`config.mk`:
```
export PLATFORM = sky130hd
export DESIGN_NAME = seq_detect_scheduler
export DESIGN_NICKNAME = d
export VERILOG_FILES = /design/src/rtl/seq_detect_scheduler.sv
export SDC_FILE = /design/constraint.sdc
export NUM_CORES = 1
export LEC_CHECK = 0
export CAP_MARGIN = 20
export CELL_PAD_IN_SITES_DETAIL_PLACEMENT = 2
export CELL_PAD_IN_SITES_GLOBAL_PLACEMENT = 2
export CORE_UTILIZATION = 34
export DETAILED_ROUTE_END_ITERATION = 10
export PLACE_DENSITY_LB_ADDON = 0.1
export SYNTH_ARGS = -nofsm -noshare
export SYNTH_HDL_FRONTEND = slang
export SYNTH_SLANG_ARGS = --single-unit
```
`constraint.sdc`:
```
create_clock -name clk -period 3.3 [get_ports clk]
set_input_delay 0.495 -clock clk [delete_from_list [all_inputs] [get_ports clk]]
set_output_delay 0.495 -clock clk [all_outputs]
set_load 0.01 [all_outputs]
```
`src/rtl/seq_detect_scheduler.sv`:
```
// seq_detect_scheduler
//   Two requesters share one overlapping 3-bit serial sequence detector. A
//   round-robin arbiter picks a winner in IDLE. The winner's word is shifted
//   MSB-first through a 3-bit history and compared with the winner's pattern.
//   The hit count is then reported with a one-cycle done pulse.
//
// Ports
//   clk        : clock, rising edge
//   reset_n    : asynchronous active-low reset
//   req[1:0]   : level requests, held until granted
//   data0/1    : DATA_W-bit words of requester 0/1
//   pat0/1     : 3-bit patterns, first-received bit at [2]
//   gnt[1:0]   : one-hot one-cycle grant pulse
//   busy       : high whenever not in IDLE
//   det        : registered detect flag, high the cycle after a matching shift
//   done       : one-cycle completion pulse (REPORT)
//   done_id    : requester served, held until the next done
//   match_cnt  : hit count, held until the next done
module seq_detect_scheduler #(
  parameter int unsigned DATA_W = 8,
  parameter int unsigned CNT_W  = 4
) (
  input  logic              clk,
  input  logic              reset_n,
  input  logic [1:0]        req,
  input  logic [DATA_W-1:0] data0,
  input  logic [DATA_W-1:0] data1,
  input  logic [2:0]        pat0,
  input  logic [2:0]        pat1,
  output logic [1:0]        gnt,
  output logic              busy,
  output logic              det,
  output logic              done,
  output logic              done_id,
  output logic [CNT_W-1:0]  match_cnt
);

  localparam int unsigned BCNT_W = $clog2(DATA_W + 1);

  typedef enum logic [1:0] {
    S_IDLE   = 2'd0,
    S_SHIFT  = 2'd1,
    S_REPORT = 2'd2
  } state_t;

  state_t              r_state;
  logic [DATA_W-1:0]   r_word;
  logic [2:0]          r_pat;
  logic [2:0]          r_hist;
  logic [BCNT_W-1:0]   r_bitcnt;
  logic [CNT_W-1:0]    r_hits;
  logic                r_id;
  logic                r_ptr;

  logic                w_winner;
  logic [2:0]          w_hist_nxt;
  logic [BCNT_W-1:0]   w_bitcnt_nxt;
  logic                w_hit;
  logic                w_last;

  // Arbitration and next-window evaluation for the shift happening this cycle.
  always_comb begin
    w_winner     = r_ptr;
    if (req == 2'b01) w_winner = 1'b0;
    if (req == 2'b10) w_winner = 1'b1;
    w_hist_nxt   = {r_hist[1:0], r_word[DATA_W-1]};
    w_bitcnt_nxt = r_bitcnt + BCNT_W'(1);
    // A window only exists once three bits are in the history.
    w_hit        = (w_bitcnt_nxt >= BCNT_W'(3)) && (w_hist_nxt == r_pat);
    w_last       = (r_bitcnt == BCNT_W'(DATA_W - 1));
  end

  // Controller FSM with registered outputs.
  always_ff @(posedge clk or negedge reset_n) begin
    if (!reset_n) begin
      r_state   <= S_IDLE;
      r_word    <= '0;
      r_pat     <= '0;
      r_hist    <= '0;
      r_bitcnt  <= '0;
      r_hits    <= '0;
      r_id      <= 1'b0;
      r_ptr     <= 1'b0;
      gnt       <= '0;
      busy      <= 1'b0;
      det       <= 1'b0;
      done      <= 1'b0;
      done_id   <= 1'b0;
      match_cnt <= '0;
    end else begin
      gnt  <= '0;
      done <= 1'b0;
      case (r_state)
        S_IDLE: begin
          det <= 1'b0;
          if (|req) begin
            r_state  <= S_SHIFT;
            busy     <= 1'b1;
            gnt      <= w_winner ? 2'b10 : 2'b01;
            r_ptr    <= ~w_winner;
            r_id     <= w_winner;
            r_word   <= w_winner ? data1 : data0;
            r_pat    <= w_winner ? pat1 : pat0;
            r_hist   <= '0;
            r_bitcnt <= '0;
            r_hits   <= '0;
          end
        end
        S_SHIFT: begin
          r_word   <= {r_word[DATA_W-2:0], 1'b0};
          r_hist   <= w_hist_nxt;
          r_bitcnt <= w_bitcnt_nxt;
          r_hits   <= r_hits + CNT_W'(w_hit);
          det      <= w_hit;
          // The final shift's hit must be included in the reported count.
          if (w_last) begin
            r_state   <= S_REPORT;
            done      <= 1'b1;
            match_cnt <= r_hits + CNT_W'(w_hit);
            done_id   <= r_id;
          end
        end
        S_REPORT: begin
          r_state <= S_IDLE;
          busy    <= 1'b0;
          det     <= 1'b0;
        end
        default: begin
          r_state <= S_IDLE;
          busy    <= 1'b0;
          det     <= 1'b0;
        end
      endcase
    end
  end

endmodule

```
Yosys cells after proc, flatten, opt, wreduce, memory -nomap -nowiden
Index checks and enable logic that the tools add are counted.

Output and inout bits: 10. Bits of input ports: 26. Register bits after elaboration: 35.

Mux-type cells: 22. Bitwise operators: 2. $add $sub $neg: 2. Reductions and logical operators: 9. Equal/unequal tests: 7. Order comparisons: 1.

Operator list (count): two-way mux 8 bit (2); one-hot mux 4 bit (2 select lines) (2); one-hot mux 8 bit (2 select lines) (1); two-way mux 2 bit (6); AND reduction 2 bit (5); one-hot mux 2 bit (2 select lines) (2); two-way mux 1 bit (6); adder 4 x 1 -> 4 bit (1); adder 4 x 1 -> 4 bit, second input constant (1); == test 2 x 1 -> 1 bit, second input constant (2); == test 4 x 3 -> 1 bit, second input constant (1); >= comparator 4 x 2 -> 1 bit, second input constant (1); two-way mux 4 bit (1); != test 2 bit, second input constant (2); == test 3 bit (1); two-way mux 3 bit (1); == test 2 bit, second input constant (1); zero test 2 bit (1); inverter 1 bit (2); one-hot mux 1 bit (2 select lines) (1); nonzero test 2 bit (1); OR reduction 2 bit (1); logical AND 1 bit (1).

Longest topological paths before layout
Depth in word-level cells: 6. Mapped depth: 9. Gate-level depth less buffers: 9.

Least setup slack after synthesis
No wires, ideal clock.

Path kind: flip-flop to flip-flop. Start: register r_bitcnt[0]. End: register match_cnt[2]. Slack: 1245 ps. Period minus slack after synthesis: 2055 ps. Library setup time: 125 ps. Cell stages (with the launch flop): 9. Arrival: 1931 ps. Path buffers: 0. Data required time: 3175 ps. Path through: dfrtp_1 > ha_1 > or2_2 > a21oi_1 > a21oi_1 > ha_1 > ha_1 > xor2_1 > mux2_2.

Cells in the longest elaborated chain, start to end: 4. Elaborated cells on any way between the ends: 6. Those cells by class: add/sub: 2; order compare: 1; eq/ne: 1; reduce/logical: 2.

Ends and longest elaborated chain: start: declaration (RTL line 50) `logic [BCNT_W-1:0] r_bitcnt;`; start signal: assignment (RTL line 112) `r_bitcnt <= w_bitcnt_nxt;`; adder 4 x 1 -> 4 bit (RTL line 67) `w_bitcnt_nxt = r_bitcnt + BCNT_W'(1);`; >= comparator 4 x 2 -> 1 bit (RTL line 69) `w_hit = (w_bitcnt_nxt >= BCNT_W'(3)) && (w_hist_nxt == r_pat);`; logical AND 1 bit (RTL line 69); adder 4 x 1 -> 4 bit (RTL line 119) `match_cnt <= r_hits + CNT_W'(w_hit);`; end signal: assignment (RTL line 119); end: declaration (RTL line 35) `output logic [CNT_W-1:0] match_cnt`.

Several ways; a longest one is shown, not always the timed one. A chain may end at the register's enable or synchronous reset.

Worst setup path in the final report
Same ends and word-level chain as after synthesis.

==> results.sh <==
export IMPL_status="complete, but fails checks"
export IMPL_violations="DRC"
export IMPL_peakVddDrop_mv=0.370
export IMPL_post_drt_wl_per_cell_um=19.1
export IMPL_ys_warn_count=0
export IMPL_setup_viol=0
export IMPL_ys_flop_type="dfrtp_1"
export IMPL_period_minus_slack_ns=2.26
export IMPL_antenna_cells=0
export IMPL_synth_most_common_cell="dfrtp_1"
export IMPL_hold_viol=0
export IMPL_tightest_slew_ns=0.657
export IMPL_powerDensity_nw_per_um2=866
export IMPL_maxUsedRoutingLayer="met4"
export IMPL_synth_edf_count=0
export IMPL_grt_pass1_vias=1535
export IMPL_hold_buffers=0
export IMPL_cts_buffers=5
export IMPL_synthTopCellsByArea="dfrtp_1, nand3_1, o21ai_0"
export IMPL_cp_arrival_ns=2.45
export IMPL_drc=1
export IMPL_wl_met2_mm=2.32
export IMPL_grt_util_all_layers_pct=20.6
export IMPL_dieWidth_um=71.3
export IMPL_criticalPathCategory="reg2reg"
export IMPL_syn_nets=181
export IMPL_required_ns=3.49
export IMPL_relSlewSlack_pct=56.2
export IMPL_tns_ns=0
export IMPL_clock_latency_ns=0.30
export IMPL_cts_buffer_depth=2
export IMPL_seq_area_um2=876
export IMPL_routabilityCongestion=0.812
export IMPL_synth_area_per_cell_um2=10.8
export IMPL_met1_length_mm=2.05
export IMPL_fin_nets=218
export IMPL_grt_max_degree=36
export IMPL_post_cts_buffers=0
export IMPL_yosysUniqueCellTypes=31
export IMPL_slew_violations=0
export IMPL_io_pins=36
export IMPL_crit_fanout=5
export IMPL_stdcell_area_um2=2120
export IMPL_drtIter0Drc=52
export IMPL_p_leak_nw=0.930
export IMPL_syn_area_um2=1630
export IMPL_drt_vias_per_instance=5.65
export IMPL_seq_area_frac_synth_pct=53.7
export IMPL_cp_start_kind="flop"
export IMPL_cts_root_buf="clkbuf_8"
export IMPL_vias=1361
export IMPL_io_buffers=35
export IMPL_drive_gt1_share_pct=10.6
export IMPL_antenna_found_initial=0
export IMPL_yosysTopAreaCell="dfrtp_1"
export IMPL_area_growth_synth_to_final_pct=30.1
export IMPL_drtPass1Iterations=7
export IMPL_htreeDepth=2
export IMPL_fin_crit_sh_pct=68.5
export IMPL_cts_tree="yes"
export IMPL_yosys_area_top_type_share_pct=53.7
export IMPL_rsz0062_at_grt="no"
export IMPL_finClkSkew_ns=0.00635
export IMPL_clkSinkCount=35
export IMPL_ys_ff_latch=35
export IMPL_cts_resized=0
export IMPL_end_kind="flop"
export IMPL_cts_clk_slew_worst_paths_ns=0.08
export IMPL_grt_pass1_wl_mm=7.85
export IMPL_initial_core_util_pct=36.5
export IMPL_yosys_top_cells_count="dfrtp_1, nand3_1, o21ai_0, nand2_1, a32oi_1"
export IMPL_postSynthCellCount=151
export IMPL_die_y_um=71.3
export IMPL_ant_nets=0
export IMPL_placed_area_um2=2030
export IMPL_drv_max_cap_violation_count=0
export IMPL_multiInputGateArea_um2=708
export IMPL_drt_total_wl_mm=4.61
export IMPL_die_area_um2=5080
export IMPL_dp_hpwl_mm=3.23
export IMPL_rows=24
export IMPL_hp_class="reg2reg"
export IMPL_core_area_um2=4470
export IMPL_fillers=475
export IMPL_grt_remaining_overflow=0
export IMPL_dr_wl_met3_um=170
export IMPL_async_flop_share_pct=100
export IMPL_fmax_mhz=443
[state kept, by name, summed over array words and instances, names as in the netlist]
name       count
gnt            2
r_bitcnt       4
r_id           1
r_hist         2
done           1
r_hits         4
match_cnt      4
det            1
r_pat          3
r_state        2
done_id        1
busy           1
r_word         8
r_ptr          1
[layout make-up]
cell class	instances	share of cell area, %
tap	52	3.07
timing repair buffer	39	17.9
clock inverter	2	0.590
inverter	2	0.354
clock buffer	6	3.42
sequential	35	41.3
multi-input combinational	105	33.4
[metrics by stage]
step	instances	setup WS, ns	power [W]	utilization (%)	hold slack [ns]
2_1_floorplan	151	1.24	0.00122	-	0.199
3_3_place_gp	232	1.01	0.00147	45.4	0.465
4_1_cts	240	1.03	0.00186	47.3	0.497
3_5_place_dp	232	0.965	0.00153	45.4	0.479
5_1_grt	241	0.896	0.00199	47.4	0.529
6_report	241	1.04	0.00184	47.4	0.489
[metal layers]
layer  track usage, %  vias up
met1             25.5      700
met3             5.06        6
met2             35.2       28
li1                 -      627
met4             7.33        0
met5                0        -
[report_power, final]
group          internal (W)  switching (W)  leakage (nW)  total, W
registers          0.000599       0.000158         0.449  0.000757
clock network      0.000148       0.000169        0.0412  0.000316
logic              0.000364       0.000400         0.440  0.000765
total               0.00111       0.000727         0.930   0.00184
[cell usage in the layout (no fill, tap or decap), drive strengths merged, types with 3 or more instances in the layout]
master	n
nor3	3
nand2	13
nand3	17
clkbuf	6
a32oi	7
clkdlybuf4s50	35
ha	4
mux2	5
a21oi	3
xnor2	4
buf	4
and3	4
nor3b	3
o21ai	17
a221o	4
dfrtp	35
[final timing paths]
| path | to | slack (ns) | start | cells after the start |
|---|---|---|---|---|
| setup / recovery | match_cnt[2] | 1.04 | r_bitcnt[0] | 8 |
| hold / removal | r_id | 0.49 | r_id | 1 |
| setup reg to reg | match_cnt[2] | 1.04 | r_bitcnt[0] | 8 |
| hold reg to reg | r_id | 0.49 | r_id | 1 |
| max in group asynchronous | r_word[1] | 2.37 | reset_n | 2 |
| min in group asynchronous | r_state[1] | 0.61 | reset_n | 2 |
[critical path, stage by stage, from the launching register on]
cell     delay (ns)
dfrtp_1        0.43
ha_1           0.27
or2_2          0.28
a21oi_1        0.18
a21oi_1        0.11
ha_1           0.22
ha_1           0.22
xor2_1         0.17
mux2_2         0.27
[kinds of logic after synthesis]
| group | after synthesis | share of synthesized area [%] |
|---|---|---|
| adders and majority gates | 4 | 3.07 |
| DFF | 35 | 53.7 |
| muxes | 5 | 3.45 |
| AOI/OAI and AO/OA | 41 | 17.8 |
| buffers and inverters | 11 | 2.91 |
| xor gates and xnor gates | 6 | 3.22 |
| and+or+nand+nor | 49 | 15.9 |
(Power assumes the default switching activity.)
